## config.mk

```make
export PLATFORM = sky130hd
export DESIGN_NAME = pio_fifo_flat
export DESIGN_NICKNAME = d
export VERILOG_FILES = /design/src/rtl/pio_pkg.sv /design/src/rtl/pio_fifo_if.sv /design/src/rtl/pio_fifo_buf.sv /design/src/rtl/pio_fifo.sv /design/src/flat_wrapper.sv
export SDC_FILE = /design/constraint.sdc
export NUM_CORES = 1
export LEC_CHECK = 0
export ABC_AREA = 1
export CAP_MARGIN = 20
export CORE_AREA = 2 2 203 205
export CTS_CLUSTER_DIAMETER = 50
export CTS_CLUSTER_SIZE = 28
export DETAILED_ROUTE_END_ITERATION = 6
export DIE_AREA = 0 0 205 207
export HOLD_SLACK_MARGIN = 0.05
export PLACE_DENSITY = 0.78
export SYNTH_ARGS = -nofsm -noshare
export SYNTH_HDL_FRONTEND = slang
export SYNTH_SLANG_ARGS = --single-unit
```

## constraint.sdc

```tcl
create_clock -name clk -period 6.2 [get_ports clk]
set_clock_uncertainty 0.1 [all_clocks]
set_input_delay 1.24 -clock clk [delete_from_list [all_inputs] [get_ports clk]]
set_output_delay 1.24 -clock clk [all_outputs]
set_load 0.05 [all_outputs]
```

## src/rtl/pio_pkg.sv

```systemverilog
// Shared definitions for the PIO TX/RX FIFO pair: flag bit positions and
// the join-mode encoding plus its decode from the two join controls.
package pio_pkg;

  // Bit positions inside the sticky flag vector.
  localparam int FLAG_TXSTALL = 0;
  localparam int FLAG_TXOVER  = 1;
  localparam int FLAG_RXUNDER = 2;
  localparam int FLAG_RXSTALL = 3;

  typedef enum logic [1:0] {
    JOIN_NONE = 2'd0,
    JOIN_TX   = 2'd1,
    JOIN_RX   = 2'd2
  } join_mode_e;

  // Both joins requested at once cancel out and behave as unjoined.
  function automatic join_mode_e join_decode(input logic join_tx, input logic join_rx);
    if (join_tx && !join_rx) return JOIN_TX;
    if (join_rx && !join_tx) return JOIN_RX;
    return JOIN_NONE;
  endfunction

endpackage

```

## src/rtl/pio_fifo_if.sv

```systemverilog
// Machine/host handshake bundle around the FIFO pair. The master side is
// the state machine plus host bus; the slave side is the FIFO block.
interface pio_fifo_if #(
  parameter int WIDTH = 32
);
  logic             mach_pull;
  logic [WIDTH-1:0] mach_din;
  logic             mach_empty;
  logic             mach_push;
  logic [WIDTH-1:0] mach_dout;
  logic             mach_full;
  logic             host_tx_wr;
  logic [WIDTH-1:0] host_tx_data;
  logic             host_tx_full;
  logic             host_rx_rd;
  logic [WIDTH-1:0] host_rx_data;
  logic             host_rx_empty;

  modport master (
    output mach_pull, mach_push, mach_dout, host_tx_wr, host_tx_data, host_rx_rd,
    input  mach_din, mach_empty, mach_full, host_tx_full, host_rx_data, host_rx_empty
  );

  modport slave (
    input  mach_pull, mach_push, mach_dout, host_tx_wr, host_tx_data, host_rx_rd,
    output mach_din, mach_empty, mach_full, host_tx_full, host_rx_data, host_rx_empty
  );
endinterface

```

## src/rtl/pio_fifo_buf.sv

```systemverilog
// One circular FIFO with 2*DEPTH entries of storage whose usable capacity
// is chosen at run time (0, DEPTH or 2*DEPTH). Callers only strobe wr/rd
// when the operation is legal; the buffer does no qualification itself.
module pio_fifo_buf #(
  parameter  int DEPTH = 4,
  parameter  int WIDTH = 32,
  localparam int AW    = $clog2(2*DEPTH),
  localparam int LW    = AW + 1
) (
  input  logic             clk,
  input  logic             reset,
  input  logic [LW-1:0]    cap,
  input  logic             flush,
  input  logic             wr,
  input  logic [WIDTH-1:0] wdata,
  input  logic             rd,
  output logic [WIDTH-1:0] rdata,
  output logic             empty,
  output logic             full,
  output logic [LW-1:0]    level
);

  logic [WIDTH-1:0] mem [2*DEPTH];
  logic [AW-1:0]    wr_ptr;
  logic [AW-1:0]    rd_ptr;
  logic [LW-1:0]    count;

  // Pointers wrap at the current capacity rather than at the storage size.
  function automatic logic [AW-1:0] next_ptr(input logic [AW-1:0] p, input logic [LW-1:0] c);
    return ({1'b0, p} + LW'(1) == c) ? '0 : p + AW'(1);
  endfunction

  // Pointer and occupancy state; flush empties the FIFO without touching storage.
  always_ff @(posedge clk) begin
    // NOTE: sequential state is assigned with <= so every register samples pre-edge values.
    if (reset || flush) begin
      wr_ptr <= '0;
      rd_ptr <= '0;
      count  <= '0;
    end else begin
      if (wr) wr_ptr <= next_ptr(wr_ptr, cap);
      if (rd) rd_ptr <= next_ptr(rd_ptr, cap);
      count <= count + LW'(wr) - LW'(rd);
    end
  end

  // Storage write port.
  always_ff @(posedge clk) begin
    // NOTE: storage has no reset; stale words are unreachable because count gates every read.
    if (wr) mem[wr_ptr] <= wdata;
  end

  // Status and show-ahead head word, derived only from registered state.
  always_comb begin
    empty = (count == '0);
    full  = (count == cap);
    level = count;
    rdata = empty ? '0 : mem[rd_ptr];
  end

endmodule

```

## src/rtl/pio_fifo.sv

```systemverilog
// TX/RX FIFO pair between the host bus and one PIO state machine: join-mode
// decode, flush on join change, strobe qualification and sticky error flags.
module pio_fifo
  import pio_pkg::*;
#(
  parameter  int DEPTH = 4,
  parameter  int WIDTH = 32,
  localparam int LW    = $clog2(2*DEPTH) + 1
) (
  input  logic          clk,
  input  logic          reset,
  input  logic          join_tx,
  input  logic          join_rx,
  pio_fifo_if.slave     bus,
  output logic [LW-1:0] tx_level,
  output logic [LW-1:0] rx_level,
  output logic [3:0]    flags,
  input  logic [3:0]    flag_clr
);

  join_mode_e       join_q;
  join_mode_e       join_eff;
  logic             flush;
  logic [LW-1:0]    tx_cap;
  logic [LW-1:0]    rx_cap;
  logic             tx_empty, tx_full, rx_empty, rx_full;
  logic             tx_wr, tx_rd, rx_wr, rx_rd;
  logic [WIDTH-1:0] tx_rdata, rx_rdata;
  logic [3:0]       flag_set;
  logic [3:0]       flags_q;

  // Join decode: a change against the latched mode flushes both FIFOs this cycle.
  always_comb begin
    join_eff = join_decode(join_tx, join_rx);
    flush    = (join_eff != join_q);
  end

  // Latched join mode and sticky flags; a new event wins over a clear.
  always_ff @(posedge clk) begin
    if (reset) begin
      join_q  <= JOIN_NONE;
      flags_q <= '0;
    end else begin
      join_q  <= join_eff;
      flags_q <= (flags_q & ~flag_clr) | flag_set;
    end
  end

  // Per-direction capacity from the latched join mode.
  always_comb begin
    // NOTE: every always_comb output gets a default first so no latch is inferred.
    tx_cap = LW'(DEPTH);
    rx_cap = LW'(DEPTH);
    case (join_q)
      JOIN_TX: begin
        tx_cap = LW'(2*DEPTH);
        rx_cap = '0;
      end
      JOIN_RX: begin
        tx_cap = '0;
        rx_cap = LW'(2*DEPTH);
      end
      default: ;
    endcase
  end

  // Strobe qualification and error events; everything is discarded while flushing.
  always_comb begin
    tx_wr    = !flush && bus.host_tx_wr && !tx_full;
    tx_rd    = !flush && bus.mach_pull  && !tx_empty;
    rx_wr    = !flush && bus.mach_push  && !rx_full;
    rx_rd    = !flush && bus.host_rx_rd && !rx_empty;
    flag_set = '0;
    flag_set[FLAG_TXSTALL] = !flush && bus.mach_pull  && tx_empty;
    flag_set[FLAG_TXOVER]  = !flush && bus.host_tx_wr && tx_full;
    flag_set[FLAG_RXUNDER] = !flush && bus.host_rx_rd && rx_empty;
    flag_set[FLAG_RXSTALL] = !flush && bus.mach_push  && rx_full;
  end

  pio_fifo_buf #(.DEPTH(DEPTH), .WIDTH(WIDTH)) u_tx (
    .clk   (clk),
    .reset (reset),
    .cap   (tx_cap),
    .flush (flush),
    .wr    (tx_wr),
    .wdata (bus.host_tx_data),
    .rd    (tx_rd),
    .rdata (tx_rdata),
    .empty (tx_empty),
    .full  (tx_full),
    .level (tx_level)
  );

  pio_fifo_buf #(.DEPTH(DEPTH), .WIDTH(WIDTH)) u_rx (
    .clk   (clk),
    .reset (reset),
    .cap   (rx_cap),
    .flush (flush),
    .wr    (rx_wr),
    .wdata (bus.mach_dout),
    .rd    (rx_rd),
    .rdata (rx_rdata),
    .empty (rx_empty),
    .full  (rx_full),
    .level (rx_level)
  );

  // Drive the handshake outputs from the buffer status.
  always_comb begin
    bus.mach_din      = tx_rdata;
    bus.mach_empty    = tx_empty;
    bus.host_tx_full  = tx_full;
    bus.host_rx_data  = rx_rdata;
    bus.host_rx_empty = rx_empty;
    bus.mach_full     = rx_full;
    flags             = flags_q;
  end

endmodule

```

## src/flat_wrapper.sv

```systemverilog
// flat-port wrapper written by rule: the top's interface ports become plain ports
module pio_fifo_flat import pio_pkg::*;
#(
  parameter  int DEPTH = 4,
  parameter  int WIDTH = 32,
  localparam int LW    = $clog2(2*DEPTH) + 1
)
  (clk, reset, join_tx, join_rx, tx_level, rx_level, flags, flag_clr, bus_mach_pull, bus_mach_push, bus_mach_dout, bus_host_tx_wr, bus_host_tx_data, bus_host_rx_rd, bus_mach_din, bus_mach_empty, bus_mach_full, bus_host_tx_full, bus_host_rx_data, bus_host_rx_empty);
  pio_fifo_if #(.WIDTH(WIDTH)) bus_i ();
  input  logic clk;
  input  logic reset;
  input  logic join_tx;
  input  logic join_rx;
  output logic [LW-1:0] tx_level;
  output logic [LW-1:0] rx_level;
  output logic [3:0] flags;
  input  logic [3:0] flag_clr;
  input wire logic [$bits(bus_i.mach_pull)-1:0] bus_mach_pull;
  input wire logic [$bits(bus_i.mach_push)-1:0] bus_mach_push;
  input wire logic [$bits(bus_i.mach_dout)-1:0] bus_mach_dout;
  input wire logic [$bits(bus_i.host_tx_wr)-1:0] bus_host_tx_wr;
  input wire logic [$bits(bus_i.host_tx_data)-1:0] bus_host_tx_data;
  input wire logic [$bits(bus_i.host_rx_rd)-1:0] bus_host_rx_rd;
  output wire logic [$bits(bus_i.mach_din)-1:0] bus_mach_din;
  output wire logic [$bits(bus_i.mach_empty)-1:0] bus_mach_empty;
  output wire logic [$bits(bus_i.mach_full)-1:0] bus_mach_full;
  output wire logic [$bits(bus_i.host_tx_full)-1:0] bus_host_tx_full;
  output wire logic [$bits(bus_i.host_rx_data)-1:0] bus_host_rx_data;
  output wire logic [$bits(bus_i.host_rx_empty)-1:0] bus_host_rx_empty;
  assign bus_i.mach_pull = bus_mach_pull;
  assign bus_i.mach_push = bus_mach_push;
  assign bus_i.mach_dout = bus_mach_dout;
  assign bus_i.host_tx_wr = bus_host_tx_wr;
  assign bus_i.host_tx_data = bus_host_tx_data;
  assign bus_i.host_rx_rd = bus_host_rx_rd;
  assign bus_mach_din = bus_i.mach_din;
  assign bus_mach_empty = bus_i.mach_empty;
  assign bus_mach_full = bus_i.mach_full;
  assign bus_host_tx_full = bus_i.host_tx_full;
  assign bus_host_rx_data = bus_i.host_rx_data;
  assign bus_host_rx_empty = bus_i.host_rx_empty;
  pio_fifo #(.DEPTH(DEPTH), .WIDTH(WIDTH)) u_core (.clk(clk), .reset(reset), .join_tx(join_tx), .join_rx(join_rx), .bus(bus_i), .tx_level(tx_level), .rx_level(rx_level), .flags(flags), .flag_clr(flag_clr));
endmodule
```

# --- Yosys cells after proc, flatten, opt, wreduce, memory -nomap -nowiden ---
# Memories as Yosys holds them, arrays and structs flattened. A register that Yosys moved wholly into a read port is not among the register bits.
# Index checks and enable logic that the tools add are counted.
op_classes:
  muxes: 23
  n_eq_ne: 9
  n_reduce_logical: 24
  bitwise: 3
  add_sub_neg: 12
op_table:
  columns: ["cell", "count"]
  rows:
  - ["2-to-1 mux 32 bit", 2]
  - ["equality test 4 bit", 6]
  - ["2-to-1 mux 3 bit", 8]
  - ["adder 3 x 1 -> 4 bit (second input constant)", 4]
  - ["one-hot mux 4 bit (2 select lines)", 2]
  - ["logical AND 1 bit", 14]
  - ["adder 3 x 1 -> 3 bit (second input constant)", 4]
  - ["adder 4 x 1 -> 4 bit", 2]
  - ["zero test 4 bit", 2]
  - ["2-to-1 mux 2 bit", 4]
  - ["subtractor 4 x 1 -> 4 bit", 2]
  - ["zero test 1 bit", 7]
  - ["2-to-1 mux 1 bit", 7]
  - ["bitwise AND 4 bit", 1]
  - ["inverter 4 bit", 1]
  - ["OR 4 bit", 1]
  - ["equality test 2 x 1 -> 1 bit (second input constant)", 1]
  - ["equality test 2 bit (second input constant)", 1]
  - ["inequality test 2 bit", 1]
  - ["logical OR 1 bit", 1]
totals:
  regBits: 26
  input_bits: 76
  elab_cells: 81
  out_inout_bits: 80
  mem_count: 2
  ram_bits: 512
memory_table:
  columns: ["name", "depth", "width", "read_ports", "rd_ports_with_merged_regs", "write_ports", "line_no", "text"]
  rows:
  - ["u_core.u_rx.mem", 8, 32, 1, 1, 1, "pio_fifo_buf.sv:23", "logic [WIDTH-1:0] mem [2*DEPTH];"]
  - ["u_core.u_tx.mem", 8, 32, 1, 1, 1, "pio_fifo_buf.sv:23", null]

# --- Logic depth before layout (Yosys ltp) ---
# Gate-level depths: netlist of run 1.
logic_depth:
  depth_word: 12
  ltp_mapped: 17
  ltp_nobuf: 17

# --- Hierarchy ---
# Synthesis of run 1 repeated with hierarchy kept, for this count alone.
hier_totals:
  hier_cells: 1915
  area_unflattened_um2: 22307.6
modules_own_cells:
  columns: ["mod", "instances", "area_each_um2", "cells_each"]
  rows:
  - ["pio_fifo_buf", 2, 10979.3, 935]
  - ["pio_fifo", 1, 349.1, 45]

# --- Least setup slack after synthesis of run 1 ---
# OpenSTA, ideal clock, no wires.
synth_timing:
  kind: "in2reg"
  start: "input join_tx"
  end: "memory u_core.u_rx.mem[0][0] (enable)"
  cell_stages: 8
  slack_ns: 2.278
  required_time_ns: 5.679
  n_path_buf: 0
  arrival_time_ns: 3.401
  cell_sequence: "inv_2 nand2_2 nand2_1 nand2_2 nor2_8 nand3_2 or2_4 nor2_1"
synth_via:
  elab_chain_cells: 12
synth_lines:
  columns: ["item", "line_no", "text"]
  rows:
  - ["from (decl)", "flat_wrapper.sv:12", "input logic join_tx;"]
  - ["zero test 1 bit", "pio_pkg.sv:20", "if (join_rx && !join_tx) return JOIN_RX;"]
  - ["logical AND 1 bit", "pio_pkg.sv:20", null]
  - ["2-to-1 mux 1 bit (2 in series)", "pio_pkg.sv:20", null]
  - ["2-to-1 mux 2 bit", "pio_pkg.sv:21", "return JOIN_NONE;"]
  - ["2-to-1 mux 2 bit (*)", "pio_pkg.sv:20", null]
  - ["inequality test 2 bit (*)", "pio_fifo.sv:35", "flush = (join_eff != join_q);"]
  - ["zero test 1 bit (*)", "pio_fifo.sv:71", "rx_wr = !flush && bus.mach_push && !rx_full;"]
  - ["logical AND 1 bit (*) (2 in series)", "pio_fifo.sv:71", null]
  - ["2-to-1 mux 1 bit (*)", "pio_fifo_buf.sv:50", "if (wr) mem[wr_ptr] <= wdata;"]
  - ["2-to-1 mux 1 bit (implied by the code) (*)", "pio_fifo_buf.sv:50", null]
  - ["to (decl)", "pio_fifo_buf.sv:23", null]
# Mark *: on every way between the ends. The rest lies on a longest branch, timed or not. The select of a mux whose other input is x is not followed.

==> flow_summary.ini, run 1 <==
[floorplanning]
floorplan.initialDensity = 0.542
dieWidth_um = 205
rows = 74
io_pins = 156
die_height_um = 207
die-area_sq_um = 42400
coreArea_sq_um = 40400

[finish]
layoutNonFillerInstCount = 2430
areaGrowthSynthToFinish_pct = 16.5
post_route_cells_drive_above_1_share = 0.0749
final_design_area_no_fill_sq_um = 25500
finalNetCount = 1955

[global_route]
via_count_of_the_first_global_routing_pass = 13907
global_route.usage.total = 0.232
grt_first_pass_wirelength_um = 76100
global_route.overflow_total = 0
grt_max_degree = 129
antenna_found_initial = 4

[routing]
detail-route-antenna-nets = 0
viasPerCell = 5.80
finalWirelength_um = 50100
drt_first_iter_violations = 1196
drt_drc_violations_left = 0
route.detailed.wl_per_inst_um = 20.6
firstDrtPassIters = 5
num_vias = 14088

[worst_setup_path]
cell_depth_of_the_worst_flop_to_flop_path = 12
critical_path_class = flop to primary output
r2r-end = u_core.u_tx.mem[3][24]
reg2reg_slack_ns = 2.70
worst_setup_path_start_kind = flop
critical_path_peak_fanout = 94
worstSetupEndpoint = bus_host_rx_data[23]
timing.critical_path.arrival_ns = 3.83
end_kind = primary output
cpMostUsedCell = sky130_fd_sc_hd__nor2_1
required_ns = 4.86
slowest_stage = sky130_fd_sc_hd__buf_4
cells_along_the_critical_path = buf_4, nor2_1, nor2_1, o21ai_0, o21ai_1, o21ai_0, nor2_1, clkdlybuf4s50_1
slowest_delay_ns = 0.89
timing.rr.start = u_core.join_q[0]

[sta]
total_negative_slack_for_setup_checks_ns = 0
tightest_pin_transition_ns = 1.09
finalMaxSlewViolations = 0
setup_viol = 0
max_freq_mhz = 194
unrepaired_setup_endpoints_after_global_routing = false
post-route-period-util = 0.833
timing_hold_violations_final = 0
min_period_ns = 5.17
worst_slew_margin_rel = 0.275

[synthesis]
yosys.cell_types.count = 29
mean_cell_area_of_the_mapped_netlist_sq_um = 12.6
ys_top_cells_by_area = sky130_fd_sc_hd__edfxtp_1, sky130_fd_sc_hd__nor2_1, sky130_fd_sc_hd__o21ai_0, sky130_fd_sc_hd__dfxtp_1, sky130_fd_sc_hd__mux2i_1
synth.yosys.warnings = 0
synth_top_cell_by_area = sky130_fd_sc_hd__edfxtp_1
seq_total_area_yosys = 0.732
synthesis.instances = 1735
syn_area_sq_um = 21900
yosys_register_bits = 544
mappedNetlistNets = 1827
synth_top_cell_area_share = 0.703

[clocking]
clock_pin_slew_worst_setup_and_hold_paths_ns = 0.08
clk_root_buffer_cell = sky130_fd_sc_hd__clkbuf_16
cts_max_path_buffers = 3
cts_made_buffers = 42
cts_tree = done
cts_htree_levels = 2
hold_buffers = 0
cts_setup_buffers = 0
clkLatencyLatePin_ns = 0.56
cts_resized = 0
clock-sinks = 544

[pwr]
clock_power_share = 0.360
cellInternalPower_uw = 5720
switching_share = 0.252
p_comb_frac = 0.106
max-vdd-ir-drop_uv = 291
power_switching_uw = 1920
seqPwrFrac = 0.534
power_leakage_uw = 0.00819
power_density_nw_per_um2 = 300

[place]
placedCellCount = 2350
io_buffers = 155
finalWeightedCongestion = 0.794
detailed_place.area_sq_um = 24000
place_hpwl_um = 27800

[outcome]
status = finished, final reports clean

[job]
maxcap_viol_count = 0

[hold_path]
holdCritPathClass = flop to flop
==> through the flow <==
| stage | worst slack, ns | util | hold WS, ns | total power, uW |
|---|---|---|---|---|
| 6_report | 1.03 | 0.631 | 0.377 | 7650 |
| 5_1_grt | 0.832 | 0.631 | 0.403 | 7860 |
| 4_1_cts | 1.02 | 0.630 | 0.378 | 7680 |
| 3_5_place_dp | 1.69 | 0.595 | 0.368 | 4970 |
| 3_3_place_gp | 1.76 | 0.594 | 0.355 | 4950 |
| 2_1_floorplan | 2.28 | - | 0.396 | 4640 |
==> cell usage in the layout (no fill, tap or decap), drive strengths merged <==
cell           count
clkinvlp           2
mux2i             64
o21ai            320
dfxtp             32
ha                14
or2                2
nor2             428
xnor2              2
xor2               2
inv               57
clkdlybuf4s50    155
nand4              4
nor3b              2
bufinv             2
fa                 2
nand2             86
buf               29
diode              3
nand3             24
o22ai             64
edfxtp           512
clkinv            13
clkbuf            45
a21oi             34
==> flip-flops by register name, indices dropped and copies added (netlist names), named ones only <==
name / cells
u_core.u_rx.mem: 256
u_core.u_tx.mem: 256
u_core.flags: 4
u_core.u_rx.level: 4
u_core.u_tx.level: 4
u_core.u_rx.rd_ptr: 3
u_core.u_rx.wr_ptr: 3
u_core.u_tx.rd_ptr: 3
u_core.u_tx.wr_ptr: 3
u_core.join_q: 2
==> layer usage <==
| layer | global-route usage | share of wire | wire [um] |
|---|---|---|---|
| met1 | 0.300 | 0.39 | 19700 |
| met5 | 0 | 0.00054 | 27 |
| met2 | 0.394 | 0.51 | 25300 |
| met4 | 0.0789 | 0.026 | 1290 |
| met3 | 0.0423 | 0.075 | 3780 |
==> critical path, delay by kind of cell, from the launching register on <==
family | cells | cell delay [ns]
buffers and inverters | 2 | 1.73
AO/OA/AOI/OAI | 3 | 0.34
AND/OR/NAND/NOR | 3 | 0.48
flip-flops | 1 | 0.63
==> power by group through the flow <==
stage | sequential [uW] | clock [uW] | combinational (uW)
after floorplan | 4180 | 0 | 466
after global placement | 4160 | 0 | 791
after detailed placement | 4160 | 0 | 807
after CTS | 4080 | 2790 | 814
after global routing | 4080 | 2920 | 863
final | 4080 | 2750 | 812
==> logic make-up after synthesis <==
group | share of synthesized area
multiplexers | 0.0293
flip-flops | 0.732
adder cells (fa/ha/maj) | 0.00984
XOR/XNOR | 0.00160
buffers and inverters | 0.0284
AO/OA/AOI/OAI | 0.0993
AND/OR/NAND/NOR | 0.0992
==> worst min-delay path by stage <==
stage,slack (ns),start,cells past startpoint,end
2_1_floorplan,0.40,u_core.u_tx.rd_ptr[1],2,flop
3_3_place_gp,0.35,u_core.flags[3],2,u_core.flags[3]
3_5_place_dp,0.37,u_core.flags[0],2,u_core.flags[0]
4_1_cts,0.38,u_core.flags[0],2,u_core.flags[0]
5_1_grt,0.40,u_core.flags[0],2,u_core.flags[0]
6_report,0.38,u_core.flags[0],2,u_core.flags[0]
==> synthesized netlist by cell type, drive strengths merged <==
cell,count
ha,14
nand4,4
inv,43
nand2,86
o22ai,64
o21ai,320
clkbuf,53
mux2i,64
nor3b,2
xnor2,2
or2,2
nand3,24
xor2,2
dfxtp,32
nor2,428
edfxtp,512
fa,2
a21oi,34
buf,47
==> cell type report <==
cell class	count	area (sq um)
repair buffers	184	1850
inverters	43	161
diodes	3	7.51
clock buffers	45	1080
flip-flops and latches	544	16000
clock inverters	31	320
multi-input cells	1048	5350
fillers	2945	14900
well taps	532	666
Note: power is estimated with default switching activity, not from simulation.
==> run 2, diff against run 1 <==
clock period = 5.1 ns   (was 6.2 ns; I/O delays follow)
==> run 2 against run 1 <==
  * Non-clock buffer count rose by 4
  * Clock power rose by 24%
  * Utilization rose by 0.20 points
  * Count of clock-buffer cells in the layout fell by 2
  * Sequential share of layout area fell by 0.20 points
  * Flip-flop and latch count did not move
  * Critical path type unchanged
  * Critical endpoint is now bus_mach_din[31]
==> flow_summary.ini, run 2 (same netlist as run 1, synthesis figures left out) <==
[outcome]
status = finished, final reports clean

[global_route]
global_route.usage.total = 0.226
antenna_found_initial = 2
grt_first_pass_wirelength_um = 74800
global_route.overflow_total = 0
via_count_of_the_first_global_routing_pass = 13923
grt_max_degree = 129

[routing]
drt_first_iter_violations = 1366
drt_drc_violations_left = 0
finalWirelength_um = 47900
firstDrtPassIters = 7
detail-route-antenna-nets = 0
num_vias = 14026
route.detailed.wl_per_inst_um = 19.7
viasPerCell = 5.76

[hold_path]
holdPathStages = 2
hold_end = u_core.flags[3]
worst_hold_startpoint = u_core.flags[3]
holdCritPathClass = flop to flop

[place]
dp_worst_setup_slack_ns = 1.34
finalWeightedCongestion = 0.793
placedCellCount = 2355
io_buffers = 155
place_hpwl_um = 26100
detailed_place.area_sq_um = 24100

[clocking]
cts_tree = done
clock_pin_slew_worst_setup_and_hold_paths_ns = 0.07
hold_buffers = 0
clock-sinks = 544
cts_made_buffers = 42
cts_resized = 0
clkLatencyLatePin_ns = 0.57
cts_htree_levels = 2
cts_max_path_buffers = 3
clk_root_buffer_cell = sky130_fd_sc_hd__clkbuf_16
cts_setup_buffers = 0

[sta]
timing_hold_violations_final = 0
unrepaired_setup_endpoints_after_global_routing = false
tightest_pin_transition_ns = 0.716
total_negative_slack_for_setup_checks_ns = 0
min_period_ns = 4.34
worst_slew_margin_rel = 0.522
max_freq_mhz = 230
final_critical_path_setup_slack_ns = 0.759
finalMaxSlewViolations = 0
post-route-period-util = 0.851
setup_viol = 0
hold_slack_ns = 0.377

[floorplanning]
coreArea_sq_um = 40400
die_height_um = 207
dieWidth_um = 205
rows = 74
die-area_sq_um = 42400
floorplan.initialDensity = 0.542
io_pins = 156

[worst_setup_path]
r2r-end = u_core.u_tx.mem[3][10]
timing.rr.start = u_core.join_q[0]
critPathTopFamily = buffers and inverters
critical_path.n_buffers_inverters = 3
required_ns = 3.98
slowest_delay_ns = 0.86
reg2reg_slack_ns = 2.04
slowest_stage = sky130_fd_sc_hd__clkdlybuf4s50_1
timing.critical_path.arrival_ns = 3.22
worst_setup_path_start_kind = flop
cell_depth_of_the_worst_flop_to_flop_path = 12
end_kind = primary output
critical_path_peak_fanout = 87
cells_along_the_critical_path = inv_2, buf_12, o21ai_0, o21ai_0, o21ai_0, nor2_1, clkdlybuf4s50_1
cpMostUsedCell = sky130_fd_sc_hd__o21ai_0
critical_path_class = flop to primary output

[finish]
largestRegisters = u_core.u_rx.mem (256), u_core.u_tx.mem (256)
final_design_area_no_fill_sq_um = 25500
areaGrowthSynthToFinish_pct = 16.8
layoutNonFillerInstCount = 2433
layout.cells.most_common = sky130_fd_sc_hd__edfxtp_1
post_route_cells_drive_above_1_share = 0.0769
finalNetCount = 1959
most-common-layout-cells = sky130_fd_sc_hd__edfxtp_1, sky130_fd_sc_hd__nor2_1, sky130_fd_sc_hd__o21ai_0

[pwr]
max-vdd-ir-drop_uv = 380
power_leakage_uw = 0.00821
power_density_nw_per_um2 = 366

[job]
maxcap_viol_count = 0
## run 2: cell count changes in the layout (fill, tap and decap cells not counted), moves of 3 or more
cell                         previous run  this run
sky130_fd_sc_hd__buf_12                 3         6
sky130_fd_sc_hd__clkinv_4               7         2
sky130_fd_sc_hd__inv_6                 10         5
sky130_fd_sc_hd__clkinvlp_4             2         7
sky130_fd_sc_hd__buf_4                 24        27
sky130_fd_sc_hd__clkinv_8               2         6
## run 2: worst min-delay path, stage by stage, from the launching register on
cell and delay (ns):
sky130_fd_sc_hd__dfxtp_1 0.32, sky130_fd_sc_hd__nand2_1 0.06, sky130_fd_sc_hd__a21oi_1 0.05
## run 2: worst max-delay path by stage
stage	end	cells past startpoint	slack [ns]	from
floorplan	u_core.u_rx.mem[0][0]	8	1.40	join_tx
global placement	u_core.u_tx.mem[6][16]	10	1.42	join_rx
detailed placement	u_core.u_tx.mem[6][15]	10	1.34	join_tx
CTS	bus_host_rx_data[28]	7	0.76	flop
global route	bus_host_rx_data[31]	6	0.61	flop
finish	bus_mach_din[31]	7	0.76	flop
## run 2: metal layers
| metal | vias to the layer above | global-route usage | routed length [um] |
|---|---|---|---|
| met1 | 6868 | 0.306 | 19600 |
| met2 | 565 | 0.375 | 23800 |
| met3 | 70 | 0.0430 | 3690 |
| li1 | 6521 | - | - |
| met4 | 2 | 0.0640 | 845 |
| met5 | - | 0 | 13 |
## run 2: cell type report
type                       instances  area [sq um]
sequential                       544         16000
fill                            2878         14800
multi-input combinational       1048          5350
timing repair buffer             188          1870
clock buffer                      43          1080
tap                              532           666
clock inverter                    33           385
inverter                          43           161
antenna                            2          5.00
## run 2: report_power, final
group / internal, uW / switching, uW
clock network: 1770 / 1650
registers: 4940 / 23.3
logic: 307 / 675
total: 7010 / 2350
## run 2: per-stage QoR
step	util	total power [uW]
after global placement	0.597	6020
final	0.633	9360
after CTS	0.633	9410
after global routing	0.633	9650
after detailed placement	0.597	6040
after floorplan	-	5650
